[src/rtl/clk_duty_monitor.sv]
// Duty-cycle monitor for a derived clock sampled in the clk_in domain.
// Define CLK_DUTY_MONITOR_SYNC_EN to insert a 2-flop synchronizer on sig_in.
module clk_duty_monitor #(
    parameter int CNT_W      = 8,
    parameter int EXP_HIGH   = 1,
    parameter int EXP_LOW    = 2,
    parameter int LOCK_COUNT = 4
) (
    input  logic             clk_in,
    input  logic             rst,
    input  logic             enable,
    input  logic             sig_in,
    output logic [CNT_W-1:0] high_cnt,
    output logic [CNT_W-1:0] low_cnt,
    output logic             meas_valid,
    output logic             locked,
    output logic             err_pulse,
    output logic [7:0]       err_count
);

    localparam int LW = $clog2(LOCK_COUNT + 1);
    localparam logic [LW-1:0]    LOCK_MAX = LW'(LOCK_COUNT);
    localparam logic [CNT_W-1:0] EXP_H    = CNT_W'(EXP_HIGH);
    localparam logic [CNT_W-1:0] EXP_L    = CNT_W'(EXP_LOW);
    localparam logic [CNT_W-1:0] CNT_MAX  = '1;
    localparam logic [CNT_W-1:0] CNT_ONE  = CNT_W'(1);

    typedef enum logic [1:0] {
        IDLE,
        WAIT_RISE,
        MEAS_HIGH,
        MEAS_LOW
    } state_t;

    state_t           state_q, state_d;
    logic             s, prev_q, rise, fall;
    logic [CNT_W-1:0] cnt_q, cnt_d;
    logic [CNT_W-1:0] hi_cap_q, hi_cap_d;
    logic [LW-1:0]    lock_q, lock_d, lock_nx;
    logic [CNT_W-1:0] high_d, low_d;
    logic             mv_d, locked_d, err_d, err_evt;
    logic [7:0]       errc_d;

`ifdef CLK_DUTY_MONITOR_SYNC_EN
    logic [1:0] sync_q;
    always_ff @(posedge clk_in or posedge rst) begin
        if (rst) sync_q <= 2'b00;
        else     sync_q <= {sync_q[0], sig_in};
    end
    assign s = sync_q[1];
`else
    assign s = sig_in;
`endif

    assign rise = s & ~prev_q;
    assign fall = ~s & prev_q;

    always_comb begin
        state_d  = state_q;
        cnt_d    = cnt_q;
        hi_cap_d = hi_cap_q;
        lock_d   = lock_q;
        high_d   = high_cnt;
        low_d    = low_cnt;
        mv_d     = 1'b0;
        locked_d = locked;
        err_d    = 1'b0;
        errc_d   = err_count;
        err_evt  = 1'b0;
        lock_nx  = (lock_q == LOCK_MAX) ? LOCK_MAX : lock_q + 1'b1;
        if (!enable) begin
            state_d  = IDLE;
            cnt_d    = '0;
            lock_d   = '0;
            locked_d = 1'b0;
        end else begin
            unique case (state_q)
                IDLE: state_d = WAIT_RISE;
                WAIT_RISE: begin
                    if (rise) begin
                        state_d = MEAS_HIGH;
                        cnt_d   = CNT_ONE;
                    end
                end
                MEAS_HIGH: begin
                    if (fall) begin
                        hi_cap_d = cnt_q;
                        cnt_d    = CNT_ONE;
                        state_d  = MEAS_LOW;
                    end else if (cnt_q == CNT_MAX) begin
                        err_evt = 1'b1;
                    end else begin
                        cnt_d = cnt_q + 1'b1;
                    end
                end
                MEAS_LOW: begin
                    if (rise) begin
                        high_d  = hi_cap_q;
                        low_d   = cnt_q;
                        mv_d    = 1'b1;
                        cnt_d   = CNT_ONE;
                        state_d = MEAS_HIGH;
                        if (hi_cap_q == EXP_H && cnt_q == EXP_L) begin
                            lock_d   = lock_nx;
                            locked_d = (lock_nx == LOCK_MAX);
                        end else begin
                            err_evt = 1'b1;
                        end
                    end else if (cnt_q == CNT_MAX) begin
                        err_evt = 1'b1;
                    end else begin
                        cnt_d = cnt_q + 1'b1;
                    end
                end
            endcase
            if (err_evt) begin
                err_d    = 1'b1;
                errc_d   = (err_count == 8'hFF) ? err_count : err_count + 8'd1;
                lock_d   = '0;
                locked_d = 1'b0;
                // A phase that never ends restarts the search for a clean rise.
                if (!mv_d) begin
                    cnt_d   = '0;
                    state_d = WAIT_RISE;
                end
            end
        end
    end

    always_ff @(posedge clk_in or posedge rst) begin
        if (rst) begin
            state_q    <= IDLE;
            prev_q     <= 1'b0;
            cnt_q      <= '0;
            hi_cap_q   <= '0;
            lock_q     <= '0;
            high_cnt   <= '0;
            low_cnt    <= '0;
            meas_valid <= 1'b0;
            locked     <= 1'b0;
            err_pulse  <= 1'b0;
            err_count  <= '0;
        end else begin
            state_q    <= state_d;
            prev_q     <= s;
            cnt_q      <= cnt_d;
            hi_cap_q   <= hi_cap_d;
            lock_q     <= lock_d;
            high_cnt   <= high_d;
            low_cnt    <= low_d;
            meas_valid <= mv_d;
            locked     <= locked_d;
            err_pulse  <= err_d;
            err_count  <= errc_d;
        end
    end

endmodule

[config.mk]
export PLATFORM = sky130hd
export DESIGN_NAME = clk_duty_monitor
export DESIGN_NICKNAME = d
export VERILOG_FILES = /design/src/rtl/clk_duty_monitor.sv
export SDC_FILE = /design/constraint.sdc
export NUM_CORES = 1
export LEC_CHECK = 0
export ABC_CLOCK_PERIOD_IN_PS = 2650
export BUFFER_PORTS_ARGS = -buffer_cell sky130_fd_sc_hd__buf_2
export CAP_MARGIN = 20
export CORE_MARGIN = 2
export CORE_UTILIZATION = 45
export DETAILED_ROUTE_END_ITERATION = 10
export GPL_TIMING_DRIVEN = 1
export PLACE_DENSITY = 0.67
export SLEW_MARGIN = 40
export SYNTH_ARGS = -nofsm -noshare
export SYNTH_HDL_FRONTEND = slang
export SYNTH_SLANG_ARGS = --single-unit
[constraint.sdc]
create_clock -name clk_in -period 2.65 [get_ports clk_in]
set_input_delay 0.3975 -clock clk_in [delete_from_list [all_inputs] [get_ports clk_in]]
set_output_delay 0.3975 -clock clk_in [all_outputs]
set_load 0.02 [all_outputs]
; ---- Word level (Yosys, flattened, before mapping)
; Index checks and enable logic that the tools add are counted.
[totals]
regBits = 49
inputBits = 4
out_inout_bits = 27
[op_classes]
add_sub_neg = 3
n_eq_ne = 12
mux = 37
bitwise = 5
n_reduce_logical = 7
[op_table]
columns = cell, count
row1 = 8-bit two-way mux, 7
row2 = 8-bit one-hot mux with 3 select lines, 1
row3 = 3-bit two-way mux, 6
row4 = "8-bit by 1-bit adder with 8-bit output, second input constant", 2
row5 = "8-bit equality test, second input constant", 2
row6 = 1-bit two-way mux, 16
row7 = 3-bit AND reduction, 4
row8 = 2-bit two-way mux, 5
row9 = "3-bit by 1-bit != test with 1-bit output, second input constant", 3
row10 = "8-bit by 1-bit equality test with 1-bit output, second input constant", 1
row11 = "8-bit by 2-bit equality test with 1-bit output, second input constant", 1
row12 = "3-bit equality test, second input constant", 2
row13 = 2-bit one-hot mux with 3 select lines, 1
row14 = "2-bit equality test, second input constant", 2
row15 = "3-bit by 1-bit adder with 3-bit output, second input constant", 1
row16 = 1-bit inverter, 3
row17 = 1-bit bitwise AND, 2
row18 = "2-bit by 1-bit equality test with 1-bit output, second input constant", 1
row19 = 2-bit logical NOT, 1
row20 = 1-bit one-hot mux with 2 select lines, 1
row21 = 2-bit OR reduction, 1
row22 = 1-bit logical AND, 1

; ---- Depth between registers and ports, before layout
[depth]
depth_word = 8
ltp_mapped = 7
depth_no_buf = 7

; ---- Worst setup path after synthesis
; No wires, ideal clock.
[synth_path]
path_type = flip-flop to flip-flop
start = register cnt_q[1]
end = register err_count[1]
setup_time_ns = 0.125
t_arrival_ns = 1.993
t_required_ns = 2.525
path_slack_ns = 0.532
stages_incl_launch_ff = 8
path_buffers = 1
path_cell_list = dfrtp_1 -> ha_1 -> nand3_1 -> or2_1 -> or4b_1 -> buf_6 -> nand2_1 -> mux2_2
[synth_between]
elab_chain_cells = 7
elab_cells_between_ends = 10
classes_between = 2 x eq/ne / 6 x mux / 2 x reduce/logical
[synth_rtl]
columns = element, line
row1 = from (decl), 37  ; logic [CNT_W-1:0] cnt_q, cnt_d;
row2 = from (signal assigned), 146  ; cnt_q <= cnt_d;
row3 = 8-bit by 2-bit equality test with 1-bit output, 103  ; if (hi_cap_q == EXP_H && cnt_q == EXP_L) begin
row4 = 1-bit logical AND, 103
row5 = 1-bit two-way mux, 103
row6 = 1-bit two-way mux, 97  ; if (rise) begin
row7 = 1-bit one-hot mux with 2 select lines *, 77  ; unique case (state_q)
row8 = 1-bit two-way mux *, 71  ; if (!enable) begin
row9 = 3-bit AND reduction (no line) *, -
row10 = to (signal assigned), 154  ; err_count <= errc_d;
row11 = to (decl), 18  ; output logic [7:0] err_count
; Mark *: on every way between the ends. The rest lies on a longest branch, timed or not. The select of a mux whose other input is x is not followed.
; A chain may end at the register's enable or synchronous reset.

; ---- Worst setup path after layout
[layout_path]
start = register cnt_q[0]
end = register err_count[1]
; The elaborated chain is that of the path after synthesis.

==> impl_metrics.env <==
export IMPL_vias=1696
export IMPL_pwr_share_comb_pct=5.4
export IMPL_crit_required_ns=2.85
export IMPL_period_share_pct=91.8
export IMPL_maxSlewHeadroom_pct=64.1
export IMPL_grt_max_degree=27
export IMPL_final_layout_size_suffix_gt1_share_pct=33.3
export IMPL_dieArea_mm2=0.00577
export IMPL_synth_fa_ha_area_share_pct=2.68
export IMPL_cts_tree="done"
export IMPL_dr_pass1_iters=4
export IMPL_synthTopCellsByArea="dfrtp_1 53%, mux2_2 12%, nand2_1 2.9%"
export IMPL_grt_pass1_wl_um=7710
export IMPL_arrival_ns=2.63
export IMPL_worstMarginPinSlew_ns=0.538
export IMPL_synthFlopType="dfrtp_1"
export IMPL_maxCapViolCount=0
export IMPL_post_cts_setup_buffer_count=0
export IMPL_hp_class="input port to async pin"
export IMPL_grt_pass1_vias=1661
export IMPL_clk_pin_slew_worst_paths_ns=0.09
export IMPL_ctsHoldBuffers=0
export IMPL_grt_use_total_pct=16.6
export IMPL_clk_latency_ns=0.30
export IMPL_internal_power_w=0.00102
export IMPL_switchingPower_w=0.000299
export IMPL_ys_seq_elements=49
export IMPL_antenna_found_initial=0
export IMPL_crit_type="flip-flop to flip-flop"
export IMPL_grt_util_met3_pct=4.15
export IMPL_final_cells=316
export IMPL_path_max_fanout=9
export IMPL_cts_buffer_depth=2
export IMPL_drt_total_wl_um=4450
export IMPL_diodes=0
export IMPL_synth_edff_count=0
export IMPL_dp_cells=308
export IMPL_grt_use_met1_pct=22.8
export IMPL_detail_route_antenna_nets=0
export IMPL_total_power_w=0.00132
export IMPL_overflow=0
export IMPL_fp_dieH_um=76.0
export IMPL_syn_mean_instance_area_um2=11.3
export IMPL_pwr_share_seq_pct=58.7
export IMPL_switching_share_pct=22.7
export IMPL_dieWidth_um=76.0
export IMPL_final_cell_mix="49 x dfrtp_1, 30 x buf_2, 25 x mux2_2, 18 x nand2_1, 15 x nor2_1"
export IMPL_wl_per_cell_um=14.1
export IMPL_grtUsageMet2_pct=25.7
export IMPL_synth_async_reset_ratio_pct=100
export IMPL_place_congestion=0.793
export IMPL_postSynthCellCount=206
export IMPL_p_leak_nw=1.34
export IMPL_synth_top_family_by_area="simple AND/OR/NAND/NOR gates"
export IMPL_nets=254
export IMPL_final_common_cell="dfrtp_1"
export IMPL_synth_xor_area_share_pct=1.88
export IMPL_cts_num_sinks=49
export IMPL_numCtsBuffers=5
export IMPL_drcViolationCount=0
export IMPL_muxShareOfSynthArea_pct=12.1
export IMPL_run_status="completed"
export IMPL_critical_path_endpoint_type="flip-flop"
export IMPL_synth_top_area_cell="dfrtp_1"
export IMPL_top_usage_layer="met2"
export IMPL_power_density_mw_per_mm2=492
export IMPL_fmax_ghz=0.411
export IMPL_synth_compound_area_share_pct=11.3
export IMPL_fin_crit_ns=2.43
export IMPL_syn_nets=215
export IMPL_synth_top_area_share_pct=52.6
export IMPL_initial_core_util_pct=46.2
export IMPL_coreArea_mm2=0.00504
export IMPL_worst_ir_drop_vdd_uv=369
export IMPL_finalHoldViolCount=0
export IMPL_r2r_setup_slack_ns=0.22
export IMPL_power_frac_clock_pct=35.9
export IMPL_pin_count=31
export IMPL_ys_types=43
export IMPL_cts_root_buf="clkbuf_8"
export IMPL_crit_path_start_kind="flip-flop"
export IMPL_area_growth_pct=14.9
export IMPL_cts_htree_levels=2
export IMPL_placementRows=26
export IMPL_slew_viol_final=0
export IMPL_post_cts_resize_count=0
export IMPL_drt_iter0_markers=64
export IMPL_dp_hpwl_um=3190
export IMPL_crit_start="cnt_q[0]$_DFF_PP0_"
export IMPL_setup_tns_ns=0
export IMPL_syn_area_mm2=0.00233
export IMPL_yosysWarningCount=0
export IMPL_rsz0062_at_grt="no"
export IMPL_fin_skew_ns=0.00925
export IMPL_vias_per_cell=5.37
export IMPL_reg2reg_from="cnt_q[0]$_DFF_PP0_"
export IMPL_io_buffers=30
export IMPL_setup_violations_final=0
export IMPL_ys_seq_area_share_pct=52.6
export IMPL_synth_simple_gate_area_share_pct=15.5
==> routing by layer <==
metal  share of wire [%]  vias to the layer above  wire length [um]
met3                 4.6                        8               203
met2                  46                       43              2050
li1                    -                      814                 -
met5                   0                        -                 0
met1                  48                      831              2120
met4                 1.8                        0                78
==> worst paths after layout <==
check,endpoint,cells past startpoint
setup reg to reg,err_count[1]$_DFFE_PP0P_,6
min in group clk_in,prev_q$_DFF_PP0_,1
hold / removal,err_count[3]$_DFFE_PP0P_,2
max in group asynchronous,low_cnt[7]$_DFFE_PP0P_,3
setup / recovery,err_count[1]$_DFFE_PP0P_,6
hold reg to reg,low_cnt[3]$_DFFE_PP0P_,1
==> cell usage after synthesis, types with 2 or more instances <==
cell type,number
dfrtp_1,49
mux2_2,25
nand2_1,18
nor2_1,15
a21oi_1,12
nand3_1,11
inv_1,9
nor3_1,6
ha_1,5
xor2_1,5
o21ai_0,4
a31oi_1,3
buf_6,3
clkbuf_1,3
nor4_1,3
a211oi_1,2
a21boi_0,2
a22oi_1,2
a311oi_1,2
and3_1,2
nand3b_1,2
o31ai_1,2
==> registers in the layout (all words and copies together), names as in the netlist <==
signal	count
cnt_q	8
err_count	8
err_pulse	1
hi_cap_q	8
high_cnt	8
lock_q	3
locked	1
low_cnt	8
meas_valid	1
prev_q	1
state_q	2
==> power groups by stage <==
| stage | sequential (W) | clock, W | combinational (W) |
|---|---|---|---|
| final | 0.000773 | 0.000473 | 0.0000715 |
| after global routing | 0.000775 | 0.000513 | 0.0000817 |
| after CTS | 0.000772 | 0.000488 | 0.0000731 |
| after detailed placement | 0.000787 | 0 | 0.0000729 |
| after global placement | 0.000786 | 0 | 0.0000733 |
| after floorplan | 0.000791 | 0 | 0.0000451 |
==> through the flow <==
step           setup WS, ns  hold WS (ns)  utilization (%)  instance area, um2
6_report              0.219         0.126             53.1                2680
5_1_grt              0.0462         0.173             53.1                2680
4_1_cts               0.226         0.143             53.1                2680
3_5_place_dp          0.253         0.475             51.1                2580
3_3_place_gp          0.332         0.471             51.1                2580
2_1_floorplan         0.532         0.429                -                2330
==> critical path: stages, from the launching register on <==
cell and delay [ns]:
dfrtp_1 0.44, ha_1 0.28, nand3_1 0.13, or2_1 0.26, or4b_1 0.69, nand2_1 0.19, mux2_2 0.34
==> area by class of cell <==
cell class / instances / area [um2]
multi-input combinational: 141 / 1010
tap: 70 / 87.6
timing repair buffer: 39 / 218
sequential: 49 / 1230
clock inverter: 1 / 5.00
inverter: 9 / 33.8
fill: 446 / 2360
clock buffer: 7 / 96.3
==> cell families (layout without fill, tap and decap cells) <==
kind of cell | after synthesis | in the layout
AO/OA/AOI/OAI | 36 | 36
XOR/XNOR | 5 | 5
adder cells (fa/ha/maj) | 5 | 5
buffers and inverters | 16 | 56
flip-flops | 49 | 49
multiplexers | 25 | 25
AND/OR/NAND/NOR | 70 | 70
Power figures use the tool's default switching activity.
